[src/rtl/fizzbuzz_decoder.sv]
// Purpose:      receive-side checker for the FizzBuzz flag stream; acquires the generator phase and rebuilds its counter.
// Latency:      every output is registered and reflects the sample accepted on the previous posedge (1 cycle).
// Backpressure: none; in_valid qualifies samples and cycles without it leave all state untouched.
//
// Ports:
//   clk, reset                  sole clock; synchronous active-high reset
//   in_valid                    qualifies the fizz/buzz/fizzbuzz flag sample of this cycle
//   fizz, buzz, fizzbuzz        received flags
//   locked                      phase acquired and verified
//   count / count_valid         reconstructed counter value of the last reported sample / one-cycle report pulse
//   error                       one-cycle pulse on a mismatch while locked
//   illegal                     one-cycle pulse on a sample with fizzbuzz != (fizz & buzz)
//   err_count                   saturating count of error pulses
module fizzbuzz_decoder #(
   parameter int FIZZ       = 3,
   parameter int BUZZ       = 5,
   parameter int MAX_CYCLES = 100,
   parameter int ERR_W      = 8
) (
   input  logic                          clk,
   input  logic                          reset,
   input  logic                          in_valid,
   input  logic                          fizz,
   input  logic                          buzz,
   input  logic                          fizzbuzz,
   output logic                          locked,
   output logic [$clog2(MAX_CYCLES)-1:0] count,
   output logic                          count_valid,
   output logic                          error,
   output logic                          illegal,
   output logic [ERR_W-1:0]              err_count
);

   localparam int CW = $clog2(MAX_CYCLES);
   localparam int MW = $clog2(MAX_CYCLES + 1);
   // A divisor of 1 needs no phase state, but keep a 1-bit register so widths stay legal.
   localparam int FW = (FIZZ > 1) ? $clog2(FIZZ) : 1;
   localparam int BW = (BUZZ > 1) ? $clog2(BUZZ) : 1;

   localparam logic [CW-1:0]    EXP_LAST   = CW'(MAX_CYCLES - 1);
   localparam logic [CW-1:0]    EXP_ONE    = CW'(1);
   localparam logic [MW-1:0]    MATCH_FULL = MW'(MAX_CYCLES);
   localparam logic [FW-1:0]    F_LAST     = FW'(FIZZ - 1);
   localparam logic [BW-1:0]    B_LAST     = BW'(BUZZ - 1);
   // Phase of value 1 modulo each divisor (0 when the divisor is 1).
   localparam logic [FW-1:0]    F_ONE      = (FIZZ == 1) ? FW'(0) : FW'(1);
   localparam logic [BW-1:0]    B_ONE      = (BUZZ == 1) ? BW'(0) : BW'(1);
   localparam logic [ERR_W-1:0] ERR_MAX    = '1;

   typedef enum logic [1:0] {
      S_HUNT   = 2'd0,
      S_TRACK  = 2'd1,
      S_LOCKED = 2'd2
   } state_t;

   state_t           state_q, state_d;
   logic [CW-1:0]    exp_q, exp_d;
   // exp modulo FIZZ and modulo BUZZ, kept as running counters so no divider is needed.
   logic [FW-1:0]    fph_q, fph_d;
   logic [BW-1:0]    bph_q, bph_d;
   logic [MW-1:0]    match_q, match_d, match_inc;

   logic [CW-1:0]    count_d;
   logic             count_valid_d;
   logic             error_d;
   logic             illegal_d;
   logic [ERR_W-1:0] err_count_d;

   logic             pred_fizz, pred_buzz, hit, anchor, malformed;
   logic             do_adv, do_restart;

   // Prediction for exp, compared against the received flags.
   assign pred_fizz = (fph_q == '0);
   assign pred_buzz = (bph_q == '0);
   assign hit       = (fizz == pred_fizz) && (buzz == pred_buzz) &&
                      (fizzbuzz == (pred_fizz & pred_buzz));
   assign anchor    = fizz & buzz & fizzbuzz;
   assign malformed = fizzbuzz != (fizz & buzz);

   always_comb begin
      state_d       = state_q;
      exp_d         = exp_q;
      fph_d         = fph_q;
      bph_d         = bph_q;
      match_d       = match_q;
      count_d       = count;
      count_valid_d = 1'b0;
      error_d       = 1'b0;
      illegal_d     = 1'b0;
      err_count_d   = err_count;
      do_adv        = 1'b0;
      do_restart    = 1'b0;
      match_inc     = match_q + MW'(1);

      if (in_valid) begin
         illegal_d = malformed;
         case (state_q)
            S_HUNT: begin
               if (anchor) begin
                  state_d    = S_TRACK;
                  do_restart = 1'b1;
               end
            end
            S_TRACK: begin
               if (hit) begin
                  do_adv  = 1'b1;
                  match_d = match_inc;
                  // The MAX_CYCLES-th match is the re-check of value 0 after a full wrap.
                  if (match_inc == MATCH_FULL) begin
                     state_d       = S_LOCKED;
                     count_valid_d = 1'b1;
                     count_d       = exp_q;
                  end
               end else if (anchor) begin
                  do_restart = 1'b1;
               end else begin
                  state_d = S_HUNT;
               end
            end
            S_LOCKED: begin
               if (hit) begin
                  do_adv        = 1'b1;
                  count_valid_d = 1'b1;
                  count_d       = exp_q;
               end else begin
                  error_d = 1'b1;
                  if (err_count != ERR_MAX) begin
                     err_count_d = err_count + ERR_W'(1);
                  end
                  if (anchor) begin
                     state_d    = S_TRACK;
                     do_restart = 1'b1;
                  end else begin
                     state_d = S_HUNT;
                  end
               end
            end
            default: begin
               state_d = S_HUNT;
            end
         endcase
      end

      if (do_restart) begin
         // An anchor is value 0, so the next expected value is 1.
         exp_d   = EXP_ONE;
         fph_d   = F_ONE;
         bph_d   = B_ONE;
         match_d = '0;
      end else if (do_adv) begin
         if (exp_q == EXP_LAST) begin
            // MAX_CYCLES need not be a multiple of either divisor: re-zero the phases on wrap.
            exp_d = '0;
            fph_d = '0;
            bph_d = '0;
         end else begin
            exp_d = exp_q + CW'(1);
            fph_d = (fph_q == F_LAST) ? '0 : fph_q + FW'(1);
            bph_d = (bph_q == B_LAST) ? '0 : bph_q + BW'(1);
         end
      end
   end

   always_ff @(posedge clk) begin
      if (reset) begin
         state_q     <= S_HUNT;
         exp_q       <= '0;
         fph_q       <= '0;
         bph_q       <= '0;
         match_q     <= '0;
         locked      <= 1'b0;
         count       <= '0;
         count_valid <= 1'b0;
         error       <= 1'b0;
         illegal     <= 1'b0;
         err_count   <= '0;
      end else begin
         state_q     <= state_d;
         exp_q       <= exp_d;
         fph_q       <= fph_d;
         bph_q       <= bph_d;
         match_q     <= match_d;
         locked      <= (state_d == S_LOCKED);
         count       <= count_d;
         count_valid <= count_valid_d;
         error       <= error_d;
         illegal     <= illegal_d;
         err_count   <= err_count_d;
      end
   end

endmodule

[config.mk]
export PLATFORM = sky130hd
export DESIGN_NAME = fizzbuzz_decoder
export DESIGN_NICKNAME = d
export VERILOG_FILES = /design/src/rtl/fizzbuzz_decoder.sv
export SDC_FILE = /design/constraint.sdc
export NUM_CORES = 1
export LEC_CHECK = 0
export CORE_ASPECT_RATIO = 1.5
export CORE_MARGIN = 2
export CORE_UTILIZATION = 45
export CTS_CLUSTER_SIZE = 12
export DETAILED_ROUTE_END_ITERATION = 10
export PLACE_DENSITY = 0.66
export SETUP_SLACK_MARGIN = 0.1
export SLEW_MARGIN = 30
export SYNTH_ARGS = -nofsm -noshare
export SYNTH_HDL_FRONTEND = slang
export SYNTH_SLANG_ARGS = --single-unit
export TNS_END_PERCENT = 5
[constraint.sdc]
create_clock -name clk -period 3.6 [get_ports clk]
set_input_delay 0.36 -clock clk [delete_from_list [all_inputs] [get_ports clk]]
set_output_delay 0.36 -clock clk [all_outputs]
set_load 0.005 [all_outputs]
==> results.ini <==
[cts]
tritoncts=done
clock_latency_ns=0.30
cts_sinks=40
cts_resized=0
numCtsBuffers=5
cts_root_buffer=clkbuf_8
htree_levels=2
clk_pin_slew_ns=0.09
post_cts_buffers=0
cts_buffer_depth=2
cts_hold_buf=0

[setup_path]
end_kind=flip-flop
critical_path_arrival_ns=2.69
worstPathRequired_ns=3.80
crit_start=bph_q[0]
crit_fanout=14
regToRegStartpoint=bph_q[0]
path_class=flip-flop to flip-flop
critPathLaunchType=flip-flop

[cells_and_area]
multi_input_area_um2=1320
seqCellArea_um2=801
drive_above_1_share_pct=8.66
fillers=466
diodes=0
final_nets=292
mostFrequentLayoutCell=dfxtp_1
design_area_um2=2620
syn2layout_area_growth_pct=18.6
final_cell_mix=40 x dfxtp_1, 24 x clkdlybuf4s50_1, 18 x o21ai_0, 18 x a21oi_1, 16 x nand3_1

[die]
ios=25
dieHeight_um=89.8
die_w_um=61.2
core-area_um2=4770
num_rows=31
initial_core_util_pct=46.3
die-area_um2=5500

[status]
outcome=finished, final reports clean

[synthesis]
seq_area_frac_synth_pct=36.2
synthXorXnorAreaFrac_pct=2.72
synthSimpleGateAreaFrac_pct=26.0
syn_avg_cell_area_um2=8.70
synth_flop_cell=dfxtp_1
syn_area_um2=2210
async_flop_share_pct=0
synth-edff-count=0
synth_cell_types=46
synthCells=254
syn_nets=270
ys_warn_count=0
synth_top_family_by_area=simple AND/OR/NAND/NOR gates
synth_compound_gate_area_share_pct=22.5
ys_ff_latch=40
synthAdderAreaFrac_pct=5.66
synth.mux.area_fraction_pct=2.49

[min_path]
min_from=count[6]
hp-class=flip-flop to flip-flop

[detailed_routing]
drc=0
routed_via_density=5.79
wire_per_inst_um=15.0
ant_nets=0
firstDrtPassIters=4
routed_wl_mm=5.14
drt-initial-drc-count=85
vias=1985

[sta]
final.setup.tns_ns=0
fin_skew_ns=0.00994
relSlewSlack_pct=45.0
hold_viol_final=0
finalCritPeriodShare_pct=69.3
period_needed_ns=2.49
maxSlewViolCount=0
tightest_slew_ns=0.818
rsz0062_at_grt=false
whs_ns=0.477
setup_viol=0
fmax_mhz=401

[power_and_ir_drop]
power.density_nw_per_um2=344
power.leakage_nw=0.815
fin_total_pwr_mw=0.902
vdd_drop_max_v=0.000240

[placed_design]
dp_hpwl_mm=3.57
finalWeightedCongestion=0.847
portBuffers=24
post_dp_cell_area_um2=2500

[global_routing]
grt_max_degree=41
grt_pass1_wl_mm=8.49
grt_overflow=0
first_global_vias=1831
antenna_found_initial=0
grt_use_total_pct=19.7

[job]
cap_violations=0

## kinds of logic (layout without fill, tap and decap cells)
kind of cell,after synthesis,count (layout)
simple gates,97,97
compound gates,74,74
flops,40,40
buf+inv,22,45
fa+ha+maj,10,10
xor+xnor,6,6
mux,5,5
## worst max-delay path, stage by stage, from the launching register on
cell     delay, ns
dfxtp_1       0.34
inv_1         0.06
ha_1          0.22
nor2b_1       0.25
xor2_1        0.53
o31ai_4       0.24
nor4_1        0.39
mux2_1        0.36
## per-layer routing
| layer | up-vias | wire length (um) | GRT usage, % |
|---|---|---|---|
| met2 | 43 | 2710 | 33.3 |
| met4 | 0 | 139 | 7.97 |
| li1 | 1011 | - | - |
| met5 | - | 0 | 0 |
| met3 | 12 | 158 | 4.03 |
| met1 | 919 | 2130 | 23.2 |
## synthesized netlist by cell type (2+ instances only)
cell	count	area (um^2)
nor3_1	5	25.0
a211oi_1	7	52.6
and3_1	3	18.8
a211oi_2	5	62.6
nand2_1	14	52.6
or4_1	6	45.0
nand4b_1	3	26.3
nor4_2	3	37.5
nand2b_1	2	12.5
mux2_1	3	33.8
ha_1	10	125
o31ai_1	6	45.0
and2_1	2	12.5
nor2_1	13	48.8
a31oi_1	6	37.5
nor4_1	6	37.5
a21oi_1	18	90.1
xor2_1	2	17.5
nand4_1	7	43.8
a32oi_1	4	35.0
clkbuf_1	6	22.5
buf_2	5	25.0
o21ai_0	19	95.1
nor2b_1	6	37.5
nand3_1	16	80.1
inv_1	10	37.5
dfxtp_1	40	801
xnor2_1	3	26.3
o211ai_1	2	15.0
or3_1	6	37.5
## report_power, final
part           total, mW  switching [mW]  internal (mW)
logic             0.0719          0.0485         0.0234
registers          0.447         0.00251          0.444
clock network      0.383           0.174          0.209
## per-stage QoR
step,utilization (%),setup slack (ns),cells
2_1_floorplan,-,1.43,254
3_3_place_gp,52.3,1.01,335
3_5_place_dp,52.3,0.994,335
4_1_cts,54.8,1.02,343
5_1_grt,54.9,0.861,343
6_report,54.9,1.11,343
## state kept, by name, summed over array words and instances (netlist names)
register,count
bph_q,3
fph_q,2
error,1
illegal,1
exp_q,7
err_count,8
match_q,7
count,7
count_valid,1
state_q,2
locked,1
## worst paths after layout
check	to	cells past startpoint	slack, ns
worst max-delay path	err_count[7]	7	1.11
worst min-delay path	count[6]	2	0.48
worst max register to register	err_count[7]	7	1.11
worst min register to register	count[6]	2	0.48
## cell type report
type	instances	share of cell area, %
repair buffers	27	10.0
clock buffers	5	2.63
inverters	10	1.43
flip-flops and latches	40	30.5
clock inverters	3	1.77
multi-input cells	192	50.5
well taps	66	3.15
Note: power is estimated with default switching activity, not from simulation.
